**config.mk**
```make
export PLATFORM = sky130hd
export DESIGN_NAME = ram_arbiter
export DESIGN_NICKNAME = d
export VERILOG_FILES = /design/src/rtl/ram_arbiter.sv
export SDC_FILE = /design/constraint.sdc
export NUM_CORES = 1
export LEC_CHECK = 0
export CORE_MARGIN = 2
export CORE_UTILIZATION = 40
export DETAILED_ROUTE_END_ITERATION = 10
export HOLD_SLACK_MARGIN = 0.1
export PLACE_DENSITY = 0.79
export SYNTH_ARGS = -nofsm -noshare
export SYNTH_HDL_FRONTEND = slang
export SYNTH_SLANG_ARGS = --single-unit
export TNS_END_PERCENT = 30
```
**constraint.sdc**
```tcl
create_clock -name clk_ram -period 5.9 [get_ports clk_ram]
set_clock_uncertainty 0.05 [all_clocks]
set_input_delay 1.18 -clock clk_ram [delete_from_list [all_inputs] [get_ports clk_ram]]
set_output_delay 1.18 -clock clk_ram [all_outputs]
set_load 0.03 [all_outputs]
```
**src/rtl/ram_arbiter.sv**
```systemverilog
// Purpose: arbitrates video reads and fill reads/writes onto one memory controller port, with fill starvation guard.
// Latency: grant is combinational in the IDLE cycle; completion is forwarded combinationally on mem_ready, next grant 1 cycle later.
// Backpressure: one access in flight; requesters hold their level request until ack, and a BUSY timer recovers a missing mem_ready.
module ram_arbiter #(
    parameter int AW          = 25,
    parameter int DW          = 16,
    parameter int INIT_CYCLES = 5000000,
    parameter int STARVE_MAX  = 4,
    parameter int TIMEOUT     = 63
) (
    input  logic          clk_ram,
    input  logic          reset,
    input  logic          vid_req,
    input  logic [AW-1:0] vid_addr,
    output logic          vid_ack,
    output logic          vid_valid,
    output logic [DW-1:0] vid_dout,
    input  logic          fill_req,
    input  logic          fill_we,
    input  logic [AW-1:0] fill_addr,
    input  logic [DW-1:0] fill_din,
    input  logic [1:0]    fill_wtbt,
    output logic          fill_ack,
    output logic          fill_valid,
    output logic [DW-1:0] fill_dout,
    output logic          mem_rd,
    output logic          mem_we,
    output logic [AW-1:0] mem_addr,
    output logic [DW-1:0] mem_din,
    output logic [1:0]    mem_wtbt,
    input  logic [DW-1:0] mem_dout,
    input  logic          mem_ready,
    output logic          ready,
    output logic          timeout_err
);

    typedef enum logic [1:0] {ST_INIT, ST_IDLE, ST_BUSY} state_t;

    localparam int IW = $clog2(INIT_CYCLES + 1);

    state_t        state_q, state_d;
    logic [IW-1:0] init_cnt_q;
    logic [2:0]    starve_q;
    logic          owner_fill_q;
    logic          owner_we_q;
    logic [5:0]    timer_q;
    logic          err_q;
    logic [DW-1:0] vid_dat_q;
    logic [DW-1:0] fill_dat_q;
    logic          grant_vid;
    logic          grant_fill;
    logic          done;
    logic          tmo;

    // Next state and single-cycle strobes; everything is suppressed while reset is high
    always_comb begin
        state_d    = state_q;
        grant_vid  = 1'b0;
        grant_fill = 1'b0;
        done       = 1'b0;
        tmo        = 1'b0;
        case (state_q)
            ST_INIT: begin
                if (init_cnt_q == IW'(INIT_CYCLES - 1)) state_d = ST_IDLE;
            end
            ST_IDLE: begin
                // Video wins unless fill has been passed over STARVE_MAX times in a row
                if (fill_req && (!vid_req || starve_q == 3'(STARVE_MAX))) begin
                    grant_fill = 1'b1;
                    state_d    = ST_BUSY;
                end else if (vid_req) begin
                    grant_vid = 1'b1;
                    state_d   = ST_BUSY;
                end
            end
            ST_BUSY: begin
                if (mem_ready) begin
                    done    = 1'b1;
                    state_d = ST_IDLE;
                end else if (timer_q == 6'(TIMEOUT - 1)) begin
                    tmo     = 1'b1;
                    state_d = ST_IDLE;
                end
            end
            default: state_d = ST_INIT;
        endcase
        if (reset) begin
            grant_vid  = 1'b0;
            grant_fill = 1'b0;
            done       = 1'b0;
            tmo        = 1'b0;
        end
    end

    // Control state: FSM, init counter, starvation counter, owner, busy timer, sticky error
    always_ff @(posedge clk_ram) begin
        if (reset) begin
            state_q      <= ST_INIT;
            init_cnt_q   <= '0;
            starve_q     <= 3'd0;
            owner_fill_q <= 1'b0;
            owner_we_q   <= 1'b0;
            timer_q      <= 6'd0;
            err_q        <= 1'b0;
        end else begin
            state_q <= state_d;
            if (state_q == ST_INIT) init_cnt_q <= init_cnt_q + IW'(1);
            if (grant_fill) begin
                starve_q <= 3'd0;
            end else if (grant_vid) begin
                if (!fill_req)             starve_q <= 3'd0;
                else if (starve_q != 3'd7) starve_q <= starve_q + 3'd1;
            end
            if (grant_vid || grant_fill) begin
                owner_fill_q <= grant_fill;
                owner_we_q   <= grant_fill & fill_we;
                timer_q      <= 6'd0;
            end else if (state_q == ST_BUSY) begin
                timer_q <= timer_q + 6'd1;
            end
            if (tmo) err_q <= 1'b1;
        end
    end

    // Read data holding registers so each dout keeps its last completed read
    always_ff @(posedge clk_ram) begin
        if (reset) begin
            vid_dat_q  <= '0;
            fill_dat_q <= '0;
        end else begin
            if (vid_valid)                 vid_dat_q  <= mem_dout;
            if (fill_valid && !owner_we_q) fill_dat_q <= mem_dout;
        end
    end

    assign vid_ack     = grant_vid;
    assign fill_ack    = grant_fill;
    assign mem_rd      = grant_vid | (grant_fill & ~fill_we);
    assign mem_we      = grant_fill & fill_we;
    assign mem_addr    = grant_vid ? vid_addr : (grant_fill ? fill_addr : '0);
    assign mem_din     = grant_fill ? fill_din : '0;
    assign mem_wtbt    = grant_vid ? 2'b11 : (grant_fill ? fill_wtbt : 2'b00);
    assign vid_valid   = done & ~owner_fill_q;
    assign fill_valid  = done & owner_fill_q;
    assign vid_dout    = reset ? '0 : (vid_valid ? mem_dout : vid_dat_q);
    assign fill_dout   = reset ? '0 : ((fill_valid && !owner_we_q) ? mem_dout : fill_dat_q);
    assign ready       = (state_q != ST_INIT) && !reset;
    assign timeout_err = err_q;

endmodule

```
== Word-level counts from Yosys, hierarchy flattened ==
Index checks and enable logic that the tools add are counted.

* Reduce and logical (&&, ||, !) cells: 14
* Equal/unequal tests: 10
* Bitwise logic cells: 7
* Mux-type cells: 31
* Add/subtract/negate cells: 3

{| class="wikitable"
|+ Operator list
! cell !! count
|-
| 16-bit 2-to-1 mux || 5
|-
| 25-bit 2-to-1 mux || 2
|-
| 23-bit by 1-bit adder with 23-bit output, second input constant || 1
|-
| 23-bit equality test, second input constant || 1
|-
| 1-bit 2-to-1 mux || 14
|-
| 2-bit 2-to-1 mux || 7
|-
| 3-bit inequality test, second input constant || 3
|-
| 6-bit by 1-bit adder with 6-bit output, second input constant || 1
|-
| 6-bit equality test, second input constant || 1
|-
| 3-bit 2-to-1 mux || 2
|-
| 2-bit one-hot mux with 3 select lines || 1
|-
| 1-bit AND || 4
|-
| 2-bit OR reduction || 2
|-
| 3-bit by 1-bit adder with 3-bit output, second input constant || 1
|-
| 3-bit equality test, second input constant || 1
|-
| 1-bit logical AND || 3
|-
| 1-bit zero test || 3
|-
| 3-bit AND reduction || 1
|-
| 2-bit by 1-bit equality test with 1-bit output, second input constant || 1
|-
| 2-bit equality test, second input constant || 1
|-
| 2-bit zero test || 1
|-
| 1-bit logical OR || 2
|-
| 2-bit by 1-bit inequality test with 1-bit output, second input constant || 1
|-
| 2-bit inequality test, second input constant || 1
|-
| 4 further kinds || 5
|}

* Bits in registers: 69

== Logic depth before layout (Yosys ltp) ==
Gate-level depths: netlist (run 1).

* Word-level depth: 8
* Mapped depth: 8
* Gate-level depth less buffers: 6

== Worst setup path after synthesis (run 1) ==
OpenSTA, ideal clock, no wires.

* Path type: input -> output
* Start: in mem_ready
* End: out vid_dout[10]
* Path buffers: 2
* Arrival: 2.596 ns
* Path slack: 2.074 ns
* Data required time: 4.670 ns
* Stages on the path: 6
* Path through: nor2b_1 -> and3b_1 -> clkbuf_1 -> clkbuf_1 -> nand2_1 -> o21ai_0

* Cells in the longest elaborated chain, start to end: 6

{| class="wikitable"
|+ RTL lines
! item !! RTL line !! RTL
|-
| start, declared || 32 || <nowiki>input logic mem_ready,</nowiki>
|-
| 1-bit 2-to-1 mux || 77 || <nowiki>if (mem_ready) begin</nowiki>
|-
| 1-bit 2-to-1 mux || 62 || <nowiki>case (state_q)</nowiki>
|-
| 1-bit 2-to-1 mux || 87 || <nowiki>if (reset) begin</nowiki>
|-
| 1-bit AND || 143 || <nowiki>assign vid_valid = done & ~owner_fill_q;</nowiki>
|-
| via vid_valid || 16 || <nowiki>output logic vid_valid,</nowiki>
|-
| 16-bit 2-to-1 mux (2 in series) || n/a ||
|-
| end, declared || 17 || <nowiki>output logic [DW-1:0] vid_dout,</nowiki>
|}

The timed path passes the listed nets, and every way through them passes these cells.

== Worst setup path in the final report (run 1) ==
* Start: in mem_ready
* End: out vid_dout[1]

* Cells in the longest elaborated chain, start to end: 6

{| class="wikitable"
|+ RTL lines
! item !! RTL line
|-
| 1-bit 2-to-1 mux || 77
|-
| 1-bit 2-to-1 mux || 62
|-
| 1-bit 2-to-1 mux || 87
|-
| 1-bit AND || 143
|-
| 16-bit 2-to-1 mux (2 in series) || n/a
|}

Every way passes these cells.

==> results of run 1 <==
==> worst paths after layout <==
kind                                   start                     endpoint
setup / recovery                   mem_ready                  vid_dout[1]
hold / removal      starve_q[0]$_SDFFE_PP0P_     starve_q[0]$_SDFFE_PP0P_
setup reg to reg  init_cnt_q[0]$_SDFFE_PP0P_  init_cnt_q[22]$_SDFFE_PP0P_
hold reg to reg     starve_q[0]$_SDFFE_PP0P_     starve_q[0]$_SDFFE_PP0P_
==> routing by layer <==
layer  up-vias  track usage
li1       1678            -
met1      1550        0.297
met4         0       0.0700
met2        70        0.346
met3        10       0.0530
met5         -            0
==> worst max-delay path: cells and delay by family <==
kind / cells / cell delay [ns]
buffers and inverters: 2 / 1.25
AND/OR/NAND/NOR: 3 / 1.25
AO/OA/AOI/OAI: 1 / 0.18
==> power by group through the flow <==
stage / Clock, mW / Combinational (mW) / Sequential (mW)
after floorplan: 0 / 0.0152 / 0.480
after global placement: 0 / 0.0806 / 0.481
after detailed placement: 0 / 0.0817 / 0.481
after CTS: 0.554 / 0.0822 / 0.470
after global routing: 0.569 / 0.0875 / 0.470
final: 0.542 / 0.0822 / 0.470
==> area by class of cell <==
| cell class | count | area share |
|---|---|---|
| Clock buffer | 10 | 0.0236 |
| Clock inverter | 6 | 0.0294 |
| Inverter | 9 | 0.00625 |
| Multi-Input combinational cell | 283 | 0.335 |
| Sequential cell | 69 | 0.256 |
| Tap cell | 105 | 0.0243 |
| Timing Repair Buffer | 176 | 0.325 |
==> synth_stat cells (6+ instances only) <==
library cell  count  area share
ha_1              6       0.023
a21oi_1          15       0.023
mux2i_1          16       0.048
xnor2_1          10       0.026
clkbuf_1         24       0.027
nor2b_1           7       0.013
nand2_1          28       0.032
xor2_1            7       0.018
dfxtp_1          69        0.41
o21ai_0          23       0.035
or3_1             7       0.013
nand4_1          12       0.023
nand3_1           7       0.011
nor2_1           40       0.045
and2_1           18       0.034
a22o_1           26       0.068
nand2b_1         16       0.030
nor4_1            8       0.015
inv_1             9       0.010
==> cell families (layout without fill, tap and decap cells) <==
| group | after synthesis | count (layout) | share of synthesized area |
|---|---|---|---|
| AOI/OAI and AO/OA | 77 | 77 | 0.153 |
| xor gates and xnor gates | 17 | 17 | 0.0447 |
| adders and majority gates | 6 | 6 | 0.0225 |
| buffers and inverters | 37 | 201 | 0.0424 |
| DFF | 69 | 69 | 0.414 |
| muxes | 17 | 17 | 0.0514 |
| and+or+nand+nor | 166 | 166 | 0.272 |
==> per-stage QoR <==
step	hold WS (ns)	cells	instance area [um^2]	setup WS [ns]
after floorplan	0.384	389	3330	2.07
after global placement	0.406	642	5120	1.06
after detailed placement	0.426	642	5120	0.868
after global routing	0.465	658	5410	0.605
after CTS	0.438	658	5410	0.728
final	0.433	658	5410	0.802
==> state kept, by name, indices dropped and copies added (netlist names) <==
register      count
init_cnt_q       23
fill_dat_q       16
vid_dat_q        16
timer_q           6
starve_q          3
state_q           2
owner_fill_q      1
owner_we_q        1
timeout_err       1
==> key figures, run 1 <==
Floorplan
  • Starting density of the core: 0.410
  • Die width: about 95 um
  • FP Rows: 33
  • DIE HEIGHT: 95.3 um
  • Std-Cell Core Area: just over 8000 um^2
  • # IOs: roughly 170
  • Die area: about 9100 um^2

CTS
  • Skew-Pair Late Insertion Delay: ~0.34 ns
  • Cts bufs inserted: 9
  • CTS tree: yes
  • Setup Fix Bufs, Post-CTS: 0
  • Resize count post-CTS: 0
  • Hold buffer count at cts: 0
  • # H-tree levels: 3
  • Root buf cell: clkbuf_8
  • Clock Path Buffers: 2
  • Clk pin slew, worst setup/hold paths: approximately 0.070 ns
  • CTS Sinks: between 60 and 70

Route
  • Metal3 WL: ~490 um
  • Drt initial violations: ~130
  • Via count: about 3300
  • Routed vias/inst: around 5.0
  • WL met2: between 4000 and 5000 um
  • Post-Route M1 WL: about 4700 um
  • DRC: 0
  • Top Metal Used: met4
  • WL per Instance: 15.6 um
  • DRT antenna net count: 0
  • Total wire length: just over 10000 um
  • Pre-Repair DR Iteration Count: 4

Synth
  • Post-synth net total: approximately 490
  • Post-synthesis register bit count: 69
  • Asr flop ratio synth: 0
  • Distinct cells, synth: 44
  • Post-Synthesis Cells: just under 400
  • Syn avg cell area: around 8.6 um^2
  • YS warnings: 0
  • Number of synthesized flops with an enable pin: 0
  • Main synth FF type: dfxtp_1
  • Sequential share of the synthesized area: 0.414
  • Mapped cell area: roughly 3300 um^2

STA
  • Final period util: 0.864
  • Slew HR: 0.323
  • Final hold vios: 0
  • Final setup violation count: 0
  • Min Tclk post-route: around 5.1 ns
  • Slew of the pin with the lowest slew margin: slightly above 1 ns
  • TNS Setup: 0 ns
  • Fmax: a little under 200 MHz
  • Slew Limit Fails: 0
  • RSZ-0062 raised after global routing: false

Pwr
  • PwrDens: ~200 nW/um^2
  • Clock Power Share: 0.495
  • Static Leak: between 2 and 2.5 nW
  • Maximum vdd drop: 152 uV
  • Sw Pwr: ~200 uW
  • Comb power frac: 0.075
  • Switching part of the total: 0.185
  • P_int: between 800 and 900 uW
  • Flop pwr share: 0.430
  • Final Power: ~1.1 mW

Finish
  • Fillers: roughly 670
  • Area grow syn2layout: 62.2%
  • Area of the multi-input gates: ~1800 um^2
  • ANT cells: 0
  • Post-Route Utilization: 0.665
  • Layout Nets: 644
  • Most common cell after layout, fill and taps aside: clkdlybuf4s50_1
  • Storage cell area: 1380 um^2
  • Commonest non-fill, non-tap cells in the layout: 171 x clkdlybuf4s50_1, 69 x dfxtp_1, 40 x nor2_1
  • Share of post-route cells with drive strength above 1: 0.0488

Critical path
  • Max FO, Critical Path: 33
  • Worst endpoint data arrival time: 3.87 ns
  • Critical path type: in -> out
  • Peak per-stage delay on the critical path: 0.86 ns
  • Worst reg2reg path depth: 5
  • Crit-path cells: clkdlybuf4s50_1 > nor2b_1 > and3b_1 > nand2_1 > o21ai_0 > clkdlybuf4s50_1
  • Critical Path RT: 4.67 ns
  • Reg2reg setup slack: 3.37 ns
  • CP Launch Type: input pin
  • CP most frequent cell: clkdlybuf4s50_1
  • Crit. End Element: output port
  • Slowest stage cell, crit path: and3b_1

Worst hold path
  • Hold depth: 2
  • Hold Crit Class: reg -> reg

Global route
  • GRT Overall Usage: 0.220
  • First-pass GRT wire length: 15300 um
  • Initial antenna violation count: 0
  • Largest net degree at the start of global routing: 64
  • Vias in the first global route: 2994
  • Total gr overflow: 0

Job
  • Max-cap violations: 0

Placement
  • Dpl hpwl: between 7000 and 8000 um
  • PortBufs: 172
  • GPL Wtd Cong: about 0.8

Status
  • Status: finished clean
Power figures use the tool's default switching activity.
==> run 2: changes to the inputs <==
--- a/config.mk
+++ b/config.mk
@@ -8,6 +8,7 @@
 export CORE_MARGIN = 2
 export CORE_UTILIZATION = 40
 export DETAILED_ROUTE_END_ITERATION = 10
+export GPL_ROUTABILITY_DRIVEN = 0
 export HOLD_SLACK_MARGIN = 0.1
 export PLACE_DENSITY = 0.79
 export SYNTH_ARGS = -nofsm -noshare
==> results of run 2 <==
The final DEF is identical to that of run 1; final timing and power are the same.
